**config.mk**
```make
export PLATFORM = sky130hd
export DESIGN_NAME = dcache_s2_nway
export DESIGN_NICKNAME = d
export VERILOG_FILES = /design/src/rtl/dcache_s2_nway.sv
export SDC_FILE = /design/constraint.sdc
export NUM_CORES = 2
export LEC_CHECK = 0
export BUFFER_PORTS_ARGS = -buffer_cell sky130_fd_sc_hd__buf_2
export CAP_MARGIN = 5
export CORE_AREA = 2 2 510 512
export CTS_BUF_LIST = sky130_fd_sc_hd__clkbuf_8
export DETAILED_ROUTE_END_ITERATION = 8
export DIE_AREA = 0 0 512 514
export GPL_ROUTABILITY_DRIVEN = 0
export PLACE_DENSITY = 0.3
export SLEW_MARGIN = 0
export SYNTH_ARGS = -nofsm -noshare
export SYNTH_HDL_FRONTEND = slang
export SYNTH_SLANG_ARGS = --single-unit
export TNS_END_PERCENT = 30
```
**constraint.sdc**
```tcl
create_clock -name clk -period 3.2 [get_ports clk]
set_input_delay 0.32 -clock clk [delete_from_list [all_inputs] [get_ports clk]]
set_output_delay 0.32 -clock clk [all_outputs]
set_load 0.02 [all_outputs]
```
**src/rtl/dcache_s2_nway.sv**
```systemverilog
// dcache_s2_nway: data cache stage 2 with N-way hit resolution, miss engine and CPU read buffer
module dcache_s2_nway #(
  parameter int WAYS = 2,
  parameter int LINE_WORDS = 8,
  parameter int INDEX_W = 7,
  localparam int WW = $clog2(WAYS),
  localparam int LW = $clog2(LINE_WORDS),
  localparam int OFF = LW + 2,
  localparam int TAG_W = 32 - INDEX_W - OFF
) (
  input  logic                       clk,
  input  logic                       rst_n,
  input  logic                       req_valid_i,
  input  logic                       req_wr_i,
  input  logic                       req_uc_i,
  input  logic [31:0]                req_addr_i,
  input  logic [3:0]                 req_wstrb_i,
  input  logic [31:0]                req_wdata_i,
  input  logic [WAYS*TAG_W-1:0]      tag_i,
  input  logic [WAYS-1:0]            valid_i,
  input  logic [WAYS-1:0]            dirty_i,
  input  logic [WAYS*32-1:0]         data_i,
  input  logic [WW-1:0]              victim_i,
  input  logic [LINE_WORDS*32-1:0]   victim_line_i,
  output logic                       mem_rreq_o,
  output logic                       mem_wreq_o,
  output logic                       mem_uc_o,
  output logic [31:0]                mem_addr_o,
  output logic [LINE_WORDS*32-1:0]   mem_wline_o,
  output logic [3:0]                 mem_wstrb_o,
  input  logic                       mem_rend_i,
  input  logic                       mem_wend_i,
  input  logic [LINE_WORDS*32-1:0]   mem_rline_i,
  output logic                       stall_o,
  output logic                       hit_o,
  output logic [WW-1:0]              hit_way_o,
  output logic                       hit_we_o,
  output logic [31:0]                hit_wdata_o,
  output logic                       fill_we_o,
  output logic [WW-1:0]              fill_way_o,
  output logic [LINE_WORDS*32-1:0]   fill_line_o,
  output logic                       fill_dirty_o,
  output logic [31:0]                cpu_rdata_o,
  output logic                       cpu_rvalid_o,
  input  logic                       cpu_ack_i
);
  typedef enum logic [2:0] {IDLE, WB, RF, UC_RD, UC_WR, FILL} state_t;
  state_t state_q, state_d;
  logic pend_q, pend_d, wr_q, wr_d, rvalid_q, rvalid_d;
  logic [31:0] addr_q, addr_d, wdata_q, wdata_d, rbuf_q, rbuf_d;
  logic [3:0] wstrb_q, wstrb_d;
  logic [WW-1:0] victim_q, victim_d;
  logic [TAG_W-1:0] vtag_q, vtag_d;
  logic [LINE_WORDS*32-1:0] line_q, line_d;
  logic any_hit, vdirty, idle, ld_blk, ld_hit;
  logic [WW-1:0] hit_way;
  logic [31:0] hit_word, rf_word;
  logic [TAG_W-1:0] vtag;
  logic [LINE_WORDS*32-1:0] rf_line;

  function automatic logic [31:0] merge(input logic [31:0] o, input logic [31:0] n, input logic [3:0] s);
    for (int b = 0; b < 4; b++) merge[b*8 +: 8] = s[b] ? n[b*8 +: 8] : o[b*8 +: 8];
  endfunction

  // way lookup: lowest matching way wins; victim tag/dirty selection
  always_comb begin
    any_hit = 1'b0;
    hit_way = '0;
    hit_word = '0;
    vtag = '0;
    vdirty = 1'b0;
    for (int w = WAYS - 1; w >= 0; w--) begin
      if (valid_i[w] && tag_i[w*TAG_W +: TAG_W] == req_addr_i[31 -: TAG_W]) begin
        any_hit = 1'b1;
        hit_way = WW'(w);
        hit_word = data_i[w*32 +: 32];
      end
      if (victim_i == WW'(w)) begin
        vtag = tag_i[w*TAG_W +: TAG_W];
        vdirty = valid_i[w] && dirty_i[w];
      end
    end
  end

  // refill line with the pending store word merged in, plus the requested word
  always_comb begin
    rf_line = mem_rline_i;
    rf_word = '0;
    for (int k = 0; k < LINE_WORDS; k++)
      if (addr_q[2 +: LW] == LW'(k)) begin
        rf_word = mem_rline_i[k*32 +: 32];
        if (wr_q) rf_line[k*32 +: 32] = merge(mem_rline_i[k*32 +: 32], wdata_q, wstrb_q);
      end
  end

  assign idle = state_q == IDLE;
  assign hit_o = idle && req_valid_i && !req_uc_i && any_hit;
  assign hit_way_o = hit_o ? hit_way : '0;
  assign hit_we_o = hit_o && req_wr_i;
  assign hit_wdata_o = hit_we_o ? merge(hit_word, req_wdata_i, req_wstrb_i) : '0;
  assign ld_blk = !req_wr_i && rvalid_q;
  assign ld_hit = hit_o && !ld_blk && !req_wr_i;
  assign stall_o = !idle || (req_valid_i && (req_uc_i || !any_hit || ld_blk));
  assign cpu_rvalid_o = rvalid_q || ld_hit;
  assign cpu_rdata_o = rvalid_q ? rbuf_q : ld_hit ? hit_word : '0;
  assign mem_rreq_o = pend_q && (state_q == RF || state_q == UC_RD);
  assign mem_wreq_o = pend_q && (state_q == WB || state_q == UC_WR);
  assign mem_uc_o = state_q == UC_RD || state_q == UC_WR;
  assign mem_addr_o = state_q == WB ? {vtag_q, addr_q[OFF +: INDEX_W], OFF'(0)} :
                      state_q == RF ? {addr_q[31:OFF], OFF'(0)} : mem_uc_o ? addr_q : '0;
  assign mem_wline_o = state_q == WB ? line_q : state_q == UC_WR ? {{(LINE_WORDS-1)*32{1'b0}}, wdata_q} : '0;
  assign mem_wstrb_o = state_q == UC_WR ? wstrb_q : '0;
  assign fill_we_o = state_q == FILL;
  assign fill_way_o = fill_we_o ? victim_q : '0;
  assign fill_line_o = fill_we_o ? line_q : '0;
  assign fill_dirty_o = fill_we_o && wr_q;

  // miss engine next state, request capture and read buffer update
  always_comb begin
    state_d = state_q;
    wr_d = wr_q;
    addr_d = addr_q;
    wstrb_d = wstrb_q;
    wdata_d = wdata_q;
    victim_d = victim_q;
    vtag_d = vtag_q;
    line_d = line_q;
    rbuf_d = rbuf_q;
    rvalid_d = rvalid_q && !cpu_ack_i;
    case (state_q)
      IDLE: begin
        if (ld_hit && !cpu_ack_i) begin
          rbuf_d = hit_word;
          rvalid_d = 1'b1;
        end
        if (req_valid_i && (req_uc_i || !any_hit) && !ld_blk) begin
          wr_d = req_wr_i;
          addr_d = req_addr_i;
          wstrb_d = req_wstrb_i;
          wdata_d = req_wdata_i;
          victim_d = victim_i;
          vtag_d = vtag;
          line_d = victim_line_i;
          state_d = req_uc_i ? (req_wr_i ? UC_WR : UC_RD) : vdirty ? WB : RF;
        end
      end
      WB: state_d = mem_wend_i ? RF : WB;
      RF: if (mem_rend_i) begin
        line_d = rf_line;
        state_d = FILL;
        if (!wr_q) begin
          rbuf_d = rf_word;
          rvalid_d = 1'b1;
        end
      end
      UC_RD: if (mem_rend_i) begin
        rbuf_d = mem_rline_i[31:0];
        rvalid_d = 1'b1;
        state_d = IDLE;
      end
      UC_WR: state_d = mem_wend_i ? IDLE : UC_WR;
      default: state_d = IDLE;
    endcase
    pend_d = state_d != state_q && state_d inside {WB, RF, UC_RD, UC_WR};
  end

  // state and request registers; reset abandons any miss in flight
  always_ff @(posedge clk or negedge rst_n)
    if (!rst_n) begin
      state_q <= IDLE;
      pend_q <= 1'b0;
      wr_q <= 1'b0;
      addr_q <= '0;
      wstrb_q <= '0;
      wdata_q <= '0;
      victim_q <= '0;
      vtag_q <= '0;
      line_q <= '0;
      rbuf_q <= '0;
      rvalid_q <= 1'b0;
    end else begin
      state_q <= state_d;
      pend_q <= pend_d;
      wr_q <= wr_d;
      addr_q <= addr_d;
      wstrb_q <= wstrb_d;
      wdata_q <= wdata_d;
      victim_q <= victim_d;
      vtag_q <= vtag_d;
      line_q <= line_d;
      rbuf_q <= rbuf_d;
      rvalid_q <= rvalid_d;
    end
endmodule

```
==> run summary <==
Synth Warn # -> 0
Run status -> complete, but fails checks
Post-Syn Nets -> 3801
Final hold violation count -> 0
Fill cells -> 29.0k
Hold Path Class -> in2reg
Leak pwr -> 23.3 nW
Cells after Synth -> 3104
Max-cap viol count -> 0
Register area share after synthesis -> 33.4%
Worst-path cell chain -> or4b_4 > buf_4 > buf_8 > a2111oi_4 > buf_6 > buf_12 > o211a_1 > buf_6
Final worst slack -> -0.260 ns
Crit path DAT -> 3.14 ns
RSZ-0062 raised after global routing -> yes
Die width -> 512 um
PwrDens -> 927 nW/um2
Wire length per cell -> 36.5 um
Area leader, netlist -> dfrtp_1
Nets -> 5788
Leading cell type in the layout, fill and taps excluded -> buf_2
Main synth FF type -> dfrtp_1
CTS Buf Count -> 92
Ys async rst share -> 100%
Slowest CP cell -> or4b_4
Largest net degree at the start of global routing -> 111
Gr usage total -> 23.2%
Share of cells above drive strength 1 -> 42.9%
Total grt overflow -> 0
Drt total wl -> 317000 um
Io pins -> 1320
Placed insts -> 7796
Share of the synthesized area in the top cell type -> 33.4%
Worst rel slew slack -> 25.5%
Cell Area, Synth -> 28700 um2
DR iter-0 viols -> 2352
CTS sink cnt -> 383
Die Area -> 263000 um2
Worst-Skew Late Latency -> 0.87 ns
Area Overhead vs Synth -> 78.8%
Global-route wire length before repair -> 396000 um
Vias in the first global route -> 36.0k
ANT nets after route -> 0
Cell variety after synth -> 55
CTS tree -> yes
Worst stage delay on the critical path -> 0.57 ns
Final period util -> 108%
Failing checks -> negative setup slack
DRC Markers -> 0
Setup violators final -> 69
CTS Buffer Depth -> 3
Worst setup SP type -> flop
Clock Skew -> 0.0707 ns
# H-tree levels -> 3
Final min period -> 3.46 ns
Starting Density -> 11.1%
Finished Layout Cells -> 8667
Via Count -> 35.4k
Crit path kind -> reg2out
F_max -> 0.289 GHz
Port Buffers -> 1319
Least-Margin Pin Slew -> 1.12 ns
Critical Path RT -> 2.88 ns
Flops & latches, synth -> 383
Core area -> 258000 um2
Final Max Slew Viols -> 0
Critical Path Sink Type -> primary output
Worst ir drop on vdd -> 0.418 mV
Buf/Inv on CP -> 5
CP dominant cell by count -> buf_6
Crit-path max FO -> 8
Clock-pin slew on the worst setup and hold paths -> 0.06 ns
Most frequent cells in the layout -> 1097 x buf_2, 563 x dlygate4sd3_1, 453 x and2_1
Initial antenna violation count -> 213
Post-synth EDFFs -> 0
CTS root buf -> clkbuf_8
Top delay family on crit path -> buffers and inverters
DP HPWL -> 260000 um
WHS -> 0.0830 ns
Via density -> 4.09
DRT Pass-1 Iters -> 5
# rows -> 187
Syn Area/Cell -> 9.23 um2
Die Y -> 514 um
Synth area leaders -> dfrtp_1 33%, mux2_2 13%, and2_1 11%
## layout make-up
type / count / area, um2 / area share, %
multi-input combinational: 2410 / 18200 / 35.5
tap: 3402 / 4260 / 8.31
timing repair buffer: 2198 / 16900 / 33.1
inverter: 6 / 26.3 / 0.0513
antenna: 100 / 250 / 0.489
sequential: 383 / 9600 / 18.7
clock inverter: 59 / 447 / 0.872
clock buffer: 109 / 1500 / 2.93
## layer usage
layer	GRT usage [%]	vias to the layer above	share of wire [%]
met4	7.60	82	3.9
met3	6.54	460	7.4
met2	40.2	1708	48
met1	27.3	17900	40
met5	0	-	0.17
li1	-	15300	-
## final timing paths
check,startpoint,to,slack (ns),cells after the start
setup / recovery,state_q[1],hit_wdata_o[19],-0.26,8
hold / removal,victim_line_i[46],line_q[46],0.08,4
setup reg to reg,addr_q[2],line_q[162],0.01,9
hold reg to reg,addr_q[6],addr_q[6],0.50,1
max in group asynchronous,rst_n,line_q[200],1.79,4
min in group asynchronous,rst_n,line_q[60],0.58,3
## state kept, by name, summed over array words and instances (netlist names)
register and flops:
line_q 256, addr_q 32, rvalid_q 1, pend_q 1
wstrb_q 4, vtag_q 20, state_q 3, victim_q 1
wr_q 1, rbuf_q 32, wdata_q 32
## power breakdown
part / internal (W) / switching (W) / total [W]
Sequential: 0.00742 / 0.00395 / 0.0114
Combinational: 0.0120 / 0.0175 / 0.0295
Clock: 0.00359 / 0.00304 / 0.00662
## cell families (layout without fill, tap and decap cells)
logic type / after synthesis / after routing / synth area share (%)
AOI/OAI and AO/OA: 715 / 715 / 17.3
DFF: 383 / 383 / 33.4
xor gates and xnor gates: 43 / 43 / 1.31
and+or+nand+nor: 998 / 998 / 18.9
other: 0 / 100 / 0
buffers and inverters: 311 / 2372 / 4.51
muxes: 654 / 654 / 24.4
## metrics by stage
stage          area (um2)  util [%]  setup WS [ns]  power [W]  TNS [ns]
4_1_cts             50400      19.5         -0.461     0.0481    -29.22
6_report            51200      19.8         -0.260     0.0475    -13.12
3_3_place_gp        41300      16.0         -0.195     0.0380     -5.09
2_1_floorplan       28700         -          0.440     0.0223         0
5_1_grt             51100      19.8         -0.424     0.0499    -32.91
3_5_place_dp        41300      16.0         -0.189     0.0382     -4.26
## tightest hold or removal path: stages
cell and delay, ns:
buf_2 0.09, nor2_1 0.04, a21oi_1 0.22, mux2_2 0.19
## Yosys cell counts (all sizes together), types with 36 or more instances
cell type / instances
a21oi: 293
a22o: 148
and2: 496
buf: 103
clkbuf: 202
dfrtp: 383
mux2: 365
mux2i: 289
nand2: 49
nand2b: 36
nand4: 41
nor2: 284
nor2b: 37
## repair_timing
action | 4_1_cts | 5_1_grt
gates resized for setup | 216 | 215
buffers inserted | 21 | 3
hold buffers | 564 | 0
endpoints found under the setup margin | 568 | 232
cloned | 18 | 0
pin swaps | 26 | 13
endpoints found under the hold margin | 754 | 0
Power figures use the tool's default switching activity.
